[config.mk]
export PLATFORM = sky130hd
export DESIGN_NAME = bsg_activation_feeder_flat
export DESIGN_NICKNAME = d
export VERILOG_FILES = /design/src/rtl/bsg_activation_feeder_if.sv /design/src/rtl/bsg_activation_feeder.sv /design/src/flat_wrapper.sv
export SDC_FILE = /design/constraint.sdc
export NUM_CORES = 1
export LEC_CHECK = 0
export CORE_MARGIN = 2
export CORE_UTILIZATION = 35
export CTS_CLUSTER_SIZE = 20
export DETAILED_ROUTE_END_ITERATION = 10
export DONT_BUFFER_PORTS = 1
export GPL_ROUTABILITY_DRIVEN = 0
export GPL_TIMING_DRIVEN = 0
export PLACE_DENSITY = 0.54
export RECOVER_POWER = 25
export SETUP_SLACK_MARGIN = 0.3
export SKIP_LAST_GASP = 1
export SLEW_MARGIN = 20
export SYNTH_ARGS = -nofsm -noshare
export SYNTH_HDL_FRONTEND = slang
export SYNTH_SLANG_ARGS = --single-unit
[constraint.sdc]
create_clock -name clk_i -period 5.14 [get_ports clk_i]
set_clock_uncertainty 0.2 [all_clocks]
set_input_delay 0.514 -clock clk_i [delete_from_list [all_inputs] [get_ports clk_i]]
set_output_delay 0.514 -clock clk_i [all_outputs]
set_load 0.01 [all_outputs]
[src/rtl/bsg_activation_feeder_if.sv]
// Handshake/bus bundle between the accumulator stream, the activation
// unit and the downstream consumer of bsg_activation_feeder.
interface bsg_activation_feeder_if #(
  parameter int acc_width_p = 32,
  parameter int ang_width_p = 20,
  parameter int ans_width_p = 32
);
  logic                   v_i;
  logic [acc_width_p-1:0] data_i;
  logic                   tanh_i;
  logic                   ready_o;

  logic                   act_v_o;
  logic                   act_ready_i;
  logic [ang_width_p-1:0] act_ang_o;
  logic                   act_tanh_sel_o;
  logic                   act_neg_sel_o;

  logic                   act_v_i;
  logic [ans_width_p-1:0] act_data_i;
  logic                   act_yumi_o;

  logic                   v_o;
  logic [ans_width_p-1:0] data_o;
  logic                   yumi_i;

  modport slave (
    input  v_i, data_i, tanh_i,
    input  act_ready_i, act_v_i, act_data_i,
    input  yumi_i,
    output ready_o,
    output act_v_o, act_ang_o,
    output act_tanh_sel_o, act_neg_sel_o,
    output act_yumi_o,
    output v_o, data_o
  );

  modport master (
    output v_i, data_i, tanh_i,
    output act_ready_i, act_v_i, act_data_i,
    output yumi_i,
    input  ready_o,
    input  act_v_o, act_ang_o,
    input  act_tanh_sel_o, act_neg_sel_o,
    input  act_yumi_o,
    input  v_o, data_o
  );
endinterface

[src/rtl/bsg_activation_feeder.sv]
// Queues pre-activation values, issues one saturated-magnitude op at a
// time to the activation unit and returns the sign-corrected result.
module bsg_activation_feeder #(
  parameter int acc_width_p = 32,
  parameter int frac_p      = 16,
  parameter int ang_width_p = 20,
  parameter int ans_width_p = 32,
  parameter int els_p       = 4
) (
  input logic clk_i,
  input logic reset_i,
  bsg_activation_feeder_if.slave io
);

  localparam int lg_els_lp = $clog2(els_p);
  localparam int mag_w_lp  = ang_width_p - 1;

  typedef enum logic {
    e_IDLE,
    e_BUSY
  } state_e;

  typedef struct packed {
    logic [mag_w_lp-1:0] mag;
    logic                neg;
    logic                tanh;
  } entry_s;

  // Angle and result share the binary point, so nothing is rescaled.
  logic [31:0] unused_frac;
  assign unused_frac = 32'(frac_p);

  state_e state_q, state_d;

  entry_s mem_q [els_p];
  entry_s mem_d [els_p];

  logic [lg_els_lp-1:0] rptr_q, rptr_d;
  logic [lg_els_lp-1:0] wptr_q, wptr_d;
  logic [lg_els_lp:0]   cnt_q, cnt_d;

  logic                   v_q, v_d;
  logic [ans_width_p-1:0] data_q, data_d;

  logic                   empty;
  logic                   full;
  logic                   enq;
  logic                   capture;
  logic                   act_v;
  logic                   act_yumi;
  logic                   flip;
  logic                   neg_in;
  logic                   sat_in;
  logic [acc_width_p-1:0] abs_in;
  entry_s                 entry_in;
  entry_s                 head;

  assign neg_in = io.data_i[acc_width_p-1];
  assign abs_in = neg_in
    ? (~io.data_i + acc_width_p'(1))
    : io.data_i;
  // Most-negative input stays negative after negation; MSB catches it.
  assign sat_in = |abs_in[acc_width_p-1:mag_w_lp];

  always_comb begin
    entry_in      = '0;
    entry_in.mag  = sat_in
      ? {mag_w_lp{1'b1}}
      : abs_in[mag_w_lp-1:0];
    entry_in.neg  = neg_in;
    entry_in.tanh = io.tanh_i;
  end

  assign empty = (cnt_q == '0);
  assign full  = (cnt_q == (lg_els_lp+1)'(els_p));
  assign enq   = io.v_i & ~full;
  assign head  = mem_q[rptr_q];
  assign flip  = head.tanh & head.neg;

  always_comb begin
    mem_d = mem_q;
    if (enq) begin
      mem_d[wptr_q] = entry_in;
    end
  end

  always_comb begin
    wptr_d = wptr_q + lg_els_lp'(enq);
    rptr_d = rptr_q + lg_els_lp'(capture);
    cnt_d  = cnt_q
      + (lg_els_lp+1)'(enq)
      - (lg_els_lp+1)'(capture);
  end

  always_comb begin
    state_d  = state_q;
    act_v    = 1'b0;
    act_yumi = 1'b0;
    capture  = 1'b0;
    unique case (state_q)
      e_IDLE: begin
        act_v = ~empty;
        if (act_v & io.act_ready_i) begin
          state_d = e_BUSY;
        end
      end
      e_BUSY: begin
        if (io.act_v_i & (~v_q | io.yumi_i)) begin
          act_yumi = 1'b1;
          capture  = 1'b1;
          state_d  = e_IDLE;
        end
      end
      default: state_d = e_IDLE;
    endcase
  end

  always_comb begin
    v_d    = (v_q & ~io.yumi_i) | capture;
    data_d = data_q;
    unique case (1'b1)
      capture & flip:  data_d = -io.act_data_i;
      capture & ~flip: data_d = io.act_data_i;
      default:         data_d = data_q;
    endcase
  end

  always_ff @(posedge clk_i) begin
    if (reset_i) begin
      state_q <= e_IDLE;
      rptr_q  <= '0;
      wptr_q  <= '0;
      cnt_q   <= '0;
      v_q     <= 1'b0;
      data_q  <= '0;
    end else begin
      state_q <= state_d;
      rptr_q  <= rptr_d;
      wptr_q  <= wptr_d;
      cnt_q   <= cnt_d;
      v_q     <= v_d;
      data_q  <= data_d;
    end
  end

  always_ff @(posedge clk_i) begin
    mem_q <= mem_d;
  end

  assign io.ready_o        = ~full;
  assign io.act_v_o        = act_v;
  assign io.act_ang_o      = {1'b0, head.mag};
  assign io.act_tanh_sel_o = head.tanh;
  assign io.act_neg_sel_o  = head.neg;
  assign io.act_yumi_o     = act_yumi;
  assign io.v_o            = v_q;
  assign io.data_o         = data_q;

endmodule

[src/flat_wrapper.sv]
// flat-port wrapper written by rule: the top's interface ports become plain ports
module bsg_activation_feeder_flat 
#(
  parameter int acc_width_p = 32,
  parameter int frac_p      = 16,
  parameter int ang_width_p = 20,
  parameter int ans_width_p = 32,
  parameter int els_p       = 4
)
  (clk_i, reset_i, io_v_i, io_data_i, io_tanh_i, io_act_ready_i, io_act_v_i, io_act_data_i, io_yumi_i, io_ready_o, io_act_v_o, io_act_ang_o, io_act_tanh_sel_o, io_act_neg_sel_o, io_act_yumi_o, io_v_o, io_data_o);
  bsg_activation_feeder_if #(.acc_width_p(acc_width_p), .ang_width_p(ang_width_p), .ans_width_p(ans_width_p)) io_i ();
  input logic clk_i;
  input logic reset_i;
  input wire logic [$bits(io_i.v_i)-1:0] io_v_i;
  input wire logic [$bits(io_i.data_i)-1:0] io_data_i;
  input wire logic [$bits(io_i.tanh_i)-1:0] io_tanh_i;
  input wire logic [$bits(io_i.act_ready_i)-1:0] io_act_ready_i;
  input wire logic [$bits(io_i.act_v_i)-1:0] io_act_v_i;
  input wire logic [$bits(io_i.act_data_i)-1:0] io_act_data_i;
  input wire logic [$bits(io_i.yumi_i)-1:0] io_yumi_i;
  output wire logic [$bits(io_i.ready_o)-1:0] io_ready_o;
  output wire logic [$bits(io_i.act_v_o)-1:0] io_act_v_o;
  output wire logic [$bits(io_i.act_ang_o)-1:0] io_act_ang_o;
  output wire logic [$bits(io_i.act_tanh_sel_o)-1:0] io_act_tanh_sel_o;
  output wire logic [$bits(io_i.act_neg_sel_o)-1:0] io_act_neg_sel_o;
  output wire logic [$bits(io_i.act_yumi_o)-1:0] io_act_yumi_o;
  output wire logic [$bits(io_i.v_o)-1:0] io_v_o;
  output wire logic [$bits(io_i.data_o)-1:0] io_data_o;
  assign io_i.v_i = io_v_i;
  assign io_i.data_i = io_data_i;
  assign io_i.tanh_i = io_tanh_i;
  assign io_i.act_ready_i = io_act_ready_i;
  assign io_i.act_v_i = io_act_v_i;
  assign io_i.act_data_i = io_act_data_i;
  assign io_i.yumi_i = io_yumi_i;
  assign io_ready_o = io_i.ready_o;
  assign io_act_v_o = io_i.act_v_o;
  assign io_act_ang_o = io_i.act_ang_o;
  assign io_act_tanh_sel_o = io_i.act_tanh_sel_o;
  assign io_act_neg_sel_o = io_i.act_neg_sel_o;
  assign io_act_yumi_o = io_i.act_yumi_o;
  assign io_v_o = io_i.v_o;
  assign io_data_o = io_i.data_o;
  bsg_activation_feeder #(.acc_width_p(acc_width_p), .frac_p(frac_p), .ang_width_p(ang_width_p), .ans_width_p(ans_width_p), .els_p(els_p)) u_core (.clk_i(clk_i), .reset_i(reset_i), .io(io_i));
endmodule
; ---- After elaboration in Yosys (flattened, before gate mapping)
; Cells that the tools add are included.
; W data, S select, Z words.
[classes]
addsub = 6
multipliers = 0
n_div = 0
n_lt_le_gt_ge = 3
n_eq_ne = 1
shift = 0
mux = 15
bitwise = 18
n_reduce_logical = 4
[ops]
columns = cell, n
row1 = $bwmux W84, 1
row2 = $pmux W32 S2, 1
row3 = $mux W21, 3
row4 = $bmux W21 S2, 1
row5 = $demux W21 S2, 1
row6 = $add A32 B1 Y32 const B, 1
row7 = $mux W32, 1
row8 = $neg A32 Y32, 1
row9 = $not A32 Y32, 1
row10 = $mux W19, 1
row11 = $reduce_or A13 Y1, 1
row12 = $and A1 B1 Y1, 7
row13 = $ge A3 B3 Y1 const B, 2
row14 = $not A1 Y1, 6
row15 = $not A2 Y3, 2
row16 = $mux W1, 5
row17 = $add A2 B1 Y2, 2
row18 = $add A3 B1 Y3, 1
row19 = $eq A3 B3 Y1 const B, 1
row20 = $logic_not A3 Y1, 1
row21 = $lt A3 B1 Y1 const B, 1
row22 = $sub A3 B1 Y3, 1
row23 = $or A1 B1 Y1, 2
row24 = $pmux W1 S2, 1
row25 = 2 further kinds, 2
[totals]
ff_bits = 125
latchBits = 0
ram_bits = 0
romBits = 0
input_bits = 71
wordCells = 65
mem_count = 0

; ---- Longest topological paths before layout
[depth]
ltp_word = 8
depth_mapped = 11
ltp_nobuf = 10

; ---- Worst setup path before layout
; No wires, ideal clock.
[synth_timing]
kind = input to register
startpoint = in io_data_i[0]
endpoint = reg u_core.mem_q[10] (netlist bit) (data pin)
t_arrival_ns = 2.936
required_time_ns = 4.636
path_slack_ns = 1.700
stages = 9
path_buffers = 1
cell_sequence = inv_1 ha_1 nor3b_1 nand3_1 o211ai_1 or3b_1 nor4_2 buf_2 nand4_1
[synth_lines]
columns = element, line
row1 = from (decl), flat_wrapper.sv:15  ; input wire logic [$bits(io_i.data_i)-1:0] io_data_i;
row2 = to (signal assigned), bsg_activation_feeder.sv:147  ; mem_q <= mem_d;
row3 = to (decl), bsg_activation_feeder.sv:35  ; entry_s mem_q [els_p];

==> impl_metrics.ini <==
[status]
status = finished clean

[clock_network]
ctsRootBufferMaster = clkbuf_16
ctsResizeCount = 0
clock-sinks = 125
path_clk_slew_ns = 0.06
clock_latency_ns = 0.41
clockBufferDepth = 2
cts-buffers-inserted = 17
h-tree-depth = 4
cts_tree = built

[routing]
post-route-drc-count = 0
avgRoutedWirePerCell_um = 18.55
dr.pass1.iters = 4
ant_nets = 0
drt_wl_total_mm = 14.63
drt-initial-drc-count = 178
viasPerCell = 5.464
vias = 4311

[worst_hold_path]
min_from = io_act_data_i[0]
hp-class = input port to flop

[critical_path]
endpoint_kind = flop
worstPathArrival_ns = 3.62
cp-startpoint = io_data_i[0]
crit_type = input port to flop
critPathRequiredTime_ns = 5.04
r2r-start = u_core.io.v_o$_SDFF_PP0_
critPathLaunchType = input port
critPathMaxFanout = 10

[layout]
fin_util_pct = 41.25
design_area_um2 = 7134
drive_gt1_share_pct = 13.30
n_antenna_cell = 0
syn2layout_area_growth_pct = 15.61
layout.nets = 629

[placed_design]
place_area_um2 = 6525
dp_hpwl_mm = 10.92
port_buffers = 0

[timing]
setup_tns_ns = 0
min_period_ns = 3.715
hold_violations = 0
finalSetupViolCount = 0
clock.fmax_mhz = 269.2
grt_setup_unrepaired = no
slew_viol_final = 0
period_share_pct = 72.28
relSlewSlack_pct = 22.42
tightest_slew_ns = 1.155

[power]
p_leak_nw = 2.205
ir_worst_vdd_uv = 232.9
power_w = 0.002974
power_density_nw_per_um2 = 416.9

[synth]
yosysTopAreaCell = edfxtp_1
syn-mean-instance-area_um2 = 11.78
netlist_area_um2 = 6171
synth_seq_cells = 125
netlist.area_leader.share_pct = 40.88
synth.distinct_cells = 61
synth_area_leaders = edfxtp_1, dfxtp_1, mux4_2, xnor2_1, nor2_1
synthArstFlopShare_pct = 0
synth-edff-count = 84
synth_seq_area_share_pct = 54.18
syn_inst = 524
yosys-top-cells-count = edfxtp_1, nor2_1, dfxtp_1
syn-num-nets = 602
yosysMostFrequentCell = edfxtp_1
ys.flop_type = edfxtp_1
ys_warn_count = 0

[global_route]
grt_start_max_net_pins = 22
grt_pass1_wl_mm = 22.70
antenna_found_initial = 0
overflow = 0
grt_pass1_vias = 4334
grt_usage_pct = 15.98

[floorplan]
ios = 129
num_rows = 48
die_h_um = 136.8
fp.coreArea_um2 = 17300
initial_core_util_pct = 35.68
die-area_um2 = 18710
die_w_um = 136.8

[run]
cap_viol_max_count = 0
per-stage QoR:
step	setup slack (ns)	cells	hold WS [ns]
after detailed placement	0.9842	754	0.2932
final	1.425	789	0.03598
after global placement	0.8269	749	0.2836
after floorplan	1.700	524	0.2699
after global routing	1.097	789	0.02517
after CTS	1.365	789	0.01388
logic make-up after synthesis:
family	after synthesis	synth area share [%]
other	1	0.06077
adders and majority gates	7	1.541
buffers and inverters	46	3.021
AOI/OAI and AO/OA	94	10.81
xor gates and xnor gates	51	7.238
DFF	125	54.18
and+or+nand+nor	178	15.33
muxes	22	7.826
power by group:
part / switching [W] / leakage [nW] / internal, W
logic: 0.000300 / 0.800 / 0.000217
clock network: 0.000443 / 0.285 / 0.000760
registers: 0.0000731 / 1.12 / 0.00118
layer usage:
metal	wire length, um	track usage, %
met4	209	5.842
met2	6927	26.72
met3	1787	7.630
met5	0	0
met1	5708	17.70
flip-flops by register name (all words and copies together), names as in the netlist:
name              flops
u_core.cnt_q          3
u_core.wptr_q         2
u_core.rptr_q         2
u_core.io.v_o         1
u_core.io.data_o     32
u_core.mem_q         84
u_core.state_q        1
critical path: stages:
cell and delay, ns:
inv_1 0.08, ha_1 0.21, nor3b_1 0.47, nand3_1 0.35
o211ai_1 0.25, or3b_1 0.38, nor4_2 0.78, buf_2 0.35
nand4_1 0.23
final timing paths:
check / endpoint / slack [ns] / cells after the start
worst max-delay path: u_core.mem_q[57]$_DFFE_PP_ / 1.42 / 9
worst min-delay path: u_core.io.data_o[0]$_SDFFE_PP0P_ / 0.04 / 2
worst max register to register: u_core.cnt_q[2]$_SDFF_PP0_ / 2.16 / 11
worst min register to register: u_core.io.v_o$_SDFF_PP0_ / 0.30 / 2
cell usage in the layout (no fill, tap or decap), types with 3 or more instances in the layout:
cell / instances
nor2_1: 57
bufinv_16: 3
xnor2_1: 30
a211oi_1: 27
nor4_1: 6
xor2_1: 21
clkinv_2: 5
edfxtp_1: 84
mux4_2: 21
clkbuf_1: 20
nor2b_1: 7
buf_4: 3
a311oi_1: 3
dlygate4sd3_1: 3
clkbuf_16: 17
o41ai_1: 3
o31ai_1: 9
clkinvlp_4: 4
nand2b_1: 3
o21ai_0: 9
nor4_2: 5
a21oi_1: 15
inv_1: 19
ha_1: 6
a31oi_1: 12
nand4_1: 24
nand2_1: 24
nand3_1: 7
buf_1: 3
or3_1: 8
or4_1: 3
nor3_1: 17
dfxtp_1: 41
area by class of cell:
class,count,area [um2]
inverter,21,78.83
buffer,25,107.6
clock buffer,17,425.4
clock inverter,15,171.4
timing repair buffer,8,63.81
sequential,125,3343
multi-input combinational,353,2663
tap,225,281.5
fill,1665,10160
repair_timing:
item / 4_1_cts / 5_1_grt
hold buffers: 3 / 0
setup buffers: 0 / 0
endpoints found under the hold margin: 9 / 0
Note: power is estimated with default switching activity, not from simulation.
